## src/rtl/fetch_unit.sv

```systemverilog
// ---------------------------------------------------------------------------
// fetch_unit
//
// Instruction-fetch stage. Holds the program counter, issues the instruction
// memory read, and picks the next PC from:
//   - an execute-stage redirect,
//   - a branch-target-buffer prediction, or
//   - the sequential PC+4.
// A halt freezes the stage until reset.
//
// Optional feature macro: FETCH_BTB_EN
//   Builds a direct-mapped BTB with BTB_ENTRIES entries. When the macro is
//   not defined, no BTB is built: predicted_taken is tied to 0 and the
//   btb_update* ports are ignored.
//
// Ports:
//   CLK                in  1  : clock, rising edge
//   nRST               in  1  : asynchronous active-low reset
//   ihit               in  1  : memory returned the word at imemaddr
//   stall              in  1  : hazard unit holds IF/ID
//   halt               in  1  : halt instruction decoded
//   redirect           in  1  : restart fetch at redirect_pc
//   redirect_pc        in 32  : restart address (low two bits dropped)
//   btb_update         in  1  : write a BTB entry
//   btb_update_pc      in 32  : PC of the resolved taken branch
//   btb_update_target  in 32  : its taken target
//   imemREN            out 1  : instruction memory read enable
//   imemaddr           out 32 : current PC
//   npc                out 32 : PC+4, to IF/ID
//   predicted_taken    out 1  : next PC comes from a BTB hit
//   fetch_valid        out 1  : fetched word may be latched this cycle
//   fetch_count        out 32 : accepted fetches since reset
// ---------------------------------------------------------------------------
module fetch_unit #(
  parameter logic [31:0] PC_INIT     = 32'h0000_0000,
  parameter int          BTB_ENTRIES = 4
) (
  input  logic        CLK,
  input  logic        nRST,
  input  logic        ihit,
  input  logic        stall,
  input  logic        halt,
  input  logic        redirect,
  input  logic [31:0] redirect_pc,
  input  logic        btb_update,
  input  logic [31:0] btb_update_pc,
  input  logic [31:0] btb_update_target,
  output logic        imemREN,
  output logic [31:0] imemaddr,
  output logic [31:0] npc,
  output logic        predicted_taken,
  output logic        fetch_valid,
  output logic [31:0] fetch_count
);

  typedef enum logic {
    RUN    = 1'b0,
    HALTED = 1'b1
  } state_t;

  state_t      state_q, state_d;
  logic [31:0] pc_q, pc_d;
  logic [31:0] count_q, count_d;
  logic        running;
  logic        fetch_ok;
  logic        btb_hit;
  logic [31:0] btb_target;

  // State register.
  always_ff @(posedge CLK or negedge nRST) begin
    if (!nRST) state_q <= RUN;
    else       state_q <= state_d;
  end

  // Next state. A halt that arrives together with a redirect came from the
  // wrong path and is discarded.
  always_comb begin
    state_d = state_q;
    if (state_q == RUN && halt && !redirect) state_d = HALTED;
  end

  // FSM outputs.
  always_comb begin
    running  = (state_q == RUN);
    imemREN  = running;
    fetch_ok = running & ihit & ~stall & ~redirect;
  end

  // PC and fetch counter next values. A redirect wins even when stalled or
  // waiting on memory. Nothing changes once halted.
  always_comb begin
    pc_d    = pc_q;
    count_d = count_q;
    if (running) begin
      if (redirect)      pc_d = {redirect_pc[31:2], 2'b00};
      else if (fetch_ok) pc_d = btb_hit ? btb_target : pc_q + 32'd4;
    end
    if (fetch_ok) count_d = count_q + 32'd1;
  end

  always_ff @(posedge CLK or negedge nRST) begin
    if (!nRST) begin
      pc_q    <= PC_INIT;
      count_q <= 32'd0;
    end else begin
      pc_q    <= pc_d;
      count_q <= count_d;
    end
  end

  assign imemaddr        = pc_q;
  assign npc             = pc_q + 32'd4;
  assign fetch_valid     = fetch_ok;
  assign fetch_count     = count_q;
  assign predicted_taken = btb_hit;

`ifdef FETCH_BTB_EN
  localparam int IDX_W = $clog2(BTB_ENTRIES);
  localparam int TAG_W = 30 - IDX_W;

  logic             btb_valid_q [BTB_ENTRIES];
  logic             btb_valid_d [BTB_ENTRIES];
  logic [TAG_W-1:0] btb_tag_q   [BTB_ENTRIES];
  logic [TAG_W-1:0] btb_tag_d   [BTB_ENTRIES];
  logic [29:0]      btb_tgt_q   [BTB_ENTRIES];
  logic [29:0]      btb_tgt_d   [BTB_ENTRIES];
  logic [IDX_W-1:0] look_idx;
  logic [IDX_W-1:0] upd_idx;
  logic             unused_btb_low;

  assign look_idx       = pc_q[IDX_W+1:2];
  assign upd_idx        = btb_update_pc[IDX_W+1:2];
  assign unused_btb_low = ^{btb_update_pc[1:0], btb_update_target[1:0]};

  // Lookup reads the registered table, so a same-cycle update to the same
  // index is only seen from the next cycle on.
  always_comb begin
    btb_hit    = btb_valid_q[look_idx] && (btb_tag_q[look_idx] == pc_q[31:IDX_W+2]);
    btb_target = {btb_tgt_q[look_idx], 2'b00};
  end

  // Table write; targets are stored word-aligned.
  always_comb begin
    btb_valid_d = btb_valid_q;
    btb_tag_d   = btb_tag_q;
    btb_tgt_d   = btb_tgt_q;
    if (running && btb_update) begin
      btb_valid_d[upd_idx] = 1'b1;
      btb_tag_d[upd_idx]   = btb_update_pc[31:IDX_W+2];
      btb_tgt_d[upd_idx]   = btb_update_target[31:2];
    end
  end

  always_ff @(posedge CLK or negedge nRST) begin
    if (!nRST) begin
      for (int i = 0; i < BTB_ENTRIES; i++) begin
        btb_valid_q[i] <= 1'b0;
        btb_tag_q[i]   <= '0;
        btb_tgt_q[i]   <= '0;
      end
    end else begin
      btb_valid_q <= btb_valid_d;
      btb_tag_q   <= btb_tag_d;
      btb_tgt_q   <= btb_tgt_d;
    end
  end
`else
  localparam int unused_btb_entries = BTB_ENTRIES;
  logic unused_btb_ports;

  assign unused_btb_ports = ^{btb_update, btb_update_pc, btb_update_target};
  assign btb_hit          = 1'b0;
  assign btb_target       = 32'h0000_0000;
`endif

endmodule

```

## config.mk

```make
export PLATFORM = sky130hd
export DESIGN_NAME = fetch_unit
export DESIGN_NICKNAME = d
export VERILOG_FILES = /design/src/rtl/fetch_unit.sv
export SDC_FILE = /design/constraint.sdc
export NUM_CORES = 1
export LEC_CHECK = 0
export ABC_AREA = 1
export CORE_ASPECT_RATIO = 2
export CORE_MARGIN = 10
export CORE_UTILIZATION = 45
export CTS_CLUSTER_DIAMETER = 80
export DETAILED_ROUTE_END_ITERATION = 7
export PLACE_DENSITY = 0.86
export SETUP_SLACK_MARGIN = 0.15
export SLEW_MARGIN = 20
export SYNTH_ARGS = -nofsm -noshare
export SYNTH_HDL_FRONTEND = slang
export SYNTH_SLANG_ARGS = --single-unit
```

## constraint.sdc

```tcl
create_clock -name CLK -period 2.7 [get_ports CLK]
set_input_delay 0.405 -clock CLK [delete_from_list [all_inputs] [get_ports CLK]]
set_output_delay 0.405 -clock CLK [all_outputs]
set_load 0.01 [all_outputs]
```

# Word level (Yosys, flattened, before mapping)
# Index checks and enable logic that the tools add are counted.
dict set report totals {
  regBits 65
  word_cells 18
}
dict set report op_classes {
  n_addsub 2
  reduce_logical 5
  bitwise_logic 6
  muxes 2
}
# cell count
set op_table {}
lappend op_table {{$mux 32} 2}
lappend op_table {{$add 32x1->32 const B} 1}
lappend op_table {{$add 32x3->32 const B} 1}
lappend op_table {{$and 1x1->1} 3}
lappend op_table {{$not 1->1} 3}
lappend op_table {{$logic_and 1x1->1} 2}
lappend op_table {{$reduce_and 2->1} 1}
lappend op_table {{$reduce_bool 2->1} 1}
lappend op_table {{$logic_not 1->1} 1}

# Logic depth before layout (Yosys ltp)
dict set report logic_depth {
  word_depth 6
  ltp_mapped 10
}

# Least setup slack after synthesis
# No wires, ideal clock.
dict set report synth_timing {
  kind {reg-to-output}
  from {register pc_q[3] (netlist: imemaddr[3])}
  to {output port npc[24]}
  t_required_ps 2295
  slack_ps 1013
  path_stages_with_launch 9
  arrival_time_ps 1282
  path_cell_list {dfrtp_1 > ha_1 > nand2_1 > nor2_4 > nand2_1 > nor2_2 > nand2_1 > nand2_1 > nand2_1}
}
dict set report synth_via {
  elab_chain_len 1
}
# item line
set synth_lines {}
lappend synth_lines {{start: declaration} 62} ;# logic [31:0] pc_q, pc_d;
lappend synth_lines {{start signal: assignment} 106} ;# pc_q <= pc_d;
lappend synth_lines {{$add 32x3->32} 112} ;# assign npc = pc_q + 32'd4;
lappend synth_lines {{end: declaration} 50} ;# output logic [31:0] npc,
# No other way between the ends.

# Final worst setup path
dict set report layout_timing {
  from {register pc_q[3] (netlist: imemaddr[3])}
  to {output port npc[10]}
}
# Same word-level chain as after synthesis.

==> metrics.txt <==
Die Span Y=159 um; Root Driver=clkbuf_16; Tot GR Track Use=22.8%; Avg Cell Area, Syn=6.51 sq um; WP data arrival=2190 ps; Synth top cells by count=nand2_1, nor2_1, dfrtp_1; top area cells in the synthesized netlist=dfrtp_1, nand2_1, nor2_1; post-route ant nets=0; hold_buf cts=0; CP top delay family=buffers and inverters; Longest Clk Path Bufs=2; library cells used by synthesis=31; Setup TNS=0 ps; first-pass GRT wire length=25100 um; crit path cell chain=ha_2 > nand2_1 > nor2_4 > nand2_4 > buf_4 > xor2_1 > clkdlybuf4s50_1; Post-synth EDFFs=0; RR Startpoint=fetch_count[0]$_DFFE_PN0P_; count leader, synth=nand2_1; pwr/cell area=359 mW/mm^2; peak supply drop=319 uV; outcome=finished clean; critical path required time=2300 ps; initial core utilization=46.4%; fmax=386 MHz; # placed instances=894; clock-pin slew on the worst setup and hold paths=60 ps; DRC=0; pin count of the biggest net entering global routing=44; die area=0.0142 sq mm; ys flop type=dfrtp_1; Seq/Total Area, Yosys=36.2%; Finished Layout Cells=928; vias=4881; ANT cells=0; CP Launch Type=flip-flop; time the worst path needs with I/O delays and setup=2590 ps; IO buf count=129; flop2flop setup slack=860 ps; area leader, netlist=dfrtp_1; initial drt markers=214; Post-synth ARST share=100%; Worst-Skew Late Latency=340 ps; Max FO, Critical Path=7; Tightest Pin Transition=718 ps; hold_ws=117 ps; Crit path largest cell delay=570 ps; die width=89.5 um; layout cells sized above 1=12.3%; count of state elements after synthesis=63; FP Rows=50; final period utilization=96.1%; Worst setup EP type=output pin; antenna violations before repair=0; final slew viol count=0; total grt overflow=0; Place WS=361 ps; Layout area overhead=43.6%; H-Tree Depth=3; Initial DRT Pass Iterations=5; LEAKAGE=2.90 nW; number of setup violations in the final report=0; Clock Skews=8.27 ps; Final Wtd Congestion=0.918; hpwl dp=12600 um; final net count=924; Mapped Cells=668; Hold Path Class=input port to asynchronous set/reset pin; total wire length=16300 um; reg2reg end=fetch_count[20]$_DFFE_PN0P_; Crit Path Category=flip-flop to output pin; MaxCap Viol Count=0; CTS tree=built; YS warnings=0; slowest cell on the critical path=clkdlybuf4s50_1; area share of the largest cell type after synthesis=36.2%; CP bufs+invs=2; number of global-route vias before repair=4905; post-synthesis cell area=0.00435 sq mm; post-DR wirelength/cell=17.6 um; Num CTS Buffers=9; max_slew headroom=52.1%; total power=2.24 mW; Hold Vio Cnt, Final=0; Core Region=0.00938 sq mm; # IOs=202; clock sink count=63; cells on worst reg2reg path=8; RSZ-0062 raised after global routing=true; post-detailed-route via-to-cell ratio=5.26; setup slack after layout=106 ps
where the power goes:
| group | internal (mW) | total [mW] | switching [mW] |
|---|---|---|---|
| clock network | 0.738 | 1.18 | 0.442 |
| registers | 0.944 | 0.944 | 0 |
| logic | 0.0558 | 0.116 | 0.0600 |
how the worst max path moves through the flow:
stage	cells after the start	to	slack [ps]	start
floorplan	8	npc[24]	1010	imemaddr[3]$_DFFE_PN0P_
global placement	8	npc[26]	370	imemaddr[3]$_DFFE_PN0P_
detailed placement	8	npc[26]	360	imemaddr[3]$_DFFE_PN0P_
CTS	8	npc[20]	70	imemaddr[3]$_DFFE_PN0P_
global route	8	npc[20]	20	imemaddr[3]$_DFFE_PN0P_
finish	7	npc[10]	110	imemaddr[3]$_DFFE_PN0P_
layout make-up:
cell class,instances,area [sq um]
timing repair buffer,153,1480
inverter,63,236
tap,104,130
fill,811,3140
clock inverter,5,57.6
sequential,63,1590
clock buffer,11,243
multi-input combinational,529,2500
layout by cell type, fill, tap and decap left out, types with 2 or more instances in the layout:
master | Yosys | routed
o21ai_0 | 18 | 17
clkbuf_2 | 0 | 2
a21oi_1 | 18 | 18
clkdlybuf4s50_1 | 0 | 113
nand3_2 | 4 | 4
clkbuf_16 | 0 | 9
and2_1 | 2 | 2
nand2_1 | 255 | 252
o22ai_1 | 6 | 6
nand2_4 | 2 | 3
buf_4 | 5 | 23
xor2_1 | 14 | 14
inv_1 | 60 | 60
nor2_1 | 113 | 107
nand3_1 | 36 | 36
inv_2 | 3 | 3
nor2_2 | 10 | 14
dfrtp_2 | 0 | 14
clkinvlp_4 | 0 | 3
nor3_1 | 2 | 2
nor2_4 | 10 | 12
dfrtp_1 | 63 | 49
nand2_2 | 4 | 6
xnor2_1 | 12 | 12
conb_1 | 1 | 5
nand4_1 | 5 | 5
o21ai_1 | 2 | 3
dlymetal6s2s_1 | 0 | 8
dlygate4sd2_1 | 0 | 4
nand3b_1 | 5 | 5
metrics by stage:
step                instance area [sq um]  utilization (%)
floorplan                            4370                -
global placement                     5750             61.3
detailed placement                   5750             61.3
CTS                                  6100             65.0
global route                         6250             66.6
finish                               6250             66.6
state kept, by name, summed over array words and instances, names as in the netlist:
signal and flops:
fetch_count 32, state_q 1, imemaddr 30
routing by layer:
metal  up-vias  share of wire, %  global-route usage (%)  routed length, um
met4         0               4.5                    13.0                737
met5         -                 0                       0                  0
met3        46               7.3                    5.22               1190
met1      2261                34                    21.8               5570
met2       206                54                    41.6               8840
li1       2368                 -                       -                  -
cells by family after synthesis:
| logic type | share of synthesized area, % |
|---|---|
| adders and majority gates | 0.575 |
| buffers and inverters | 7.53 |
| DFF | 36.2 |
| and+or+nand+nor | 44.4 |
| other | 0.0862 |
| xor gates and xnor gates | 5.23 |
| AOI/OAI and AO/OA | 5.92 |
timing repair:
item	in CTS	in global routing
setup endpoints to repair	16	18
resized for setup	18	30
buffers inserted	5	13
pin swaps	2	7
No activity file was read; power rests on OpenSTA's default activity.
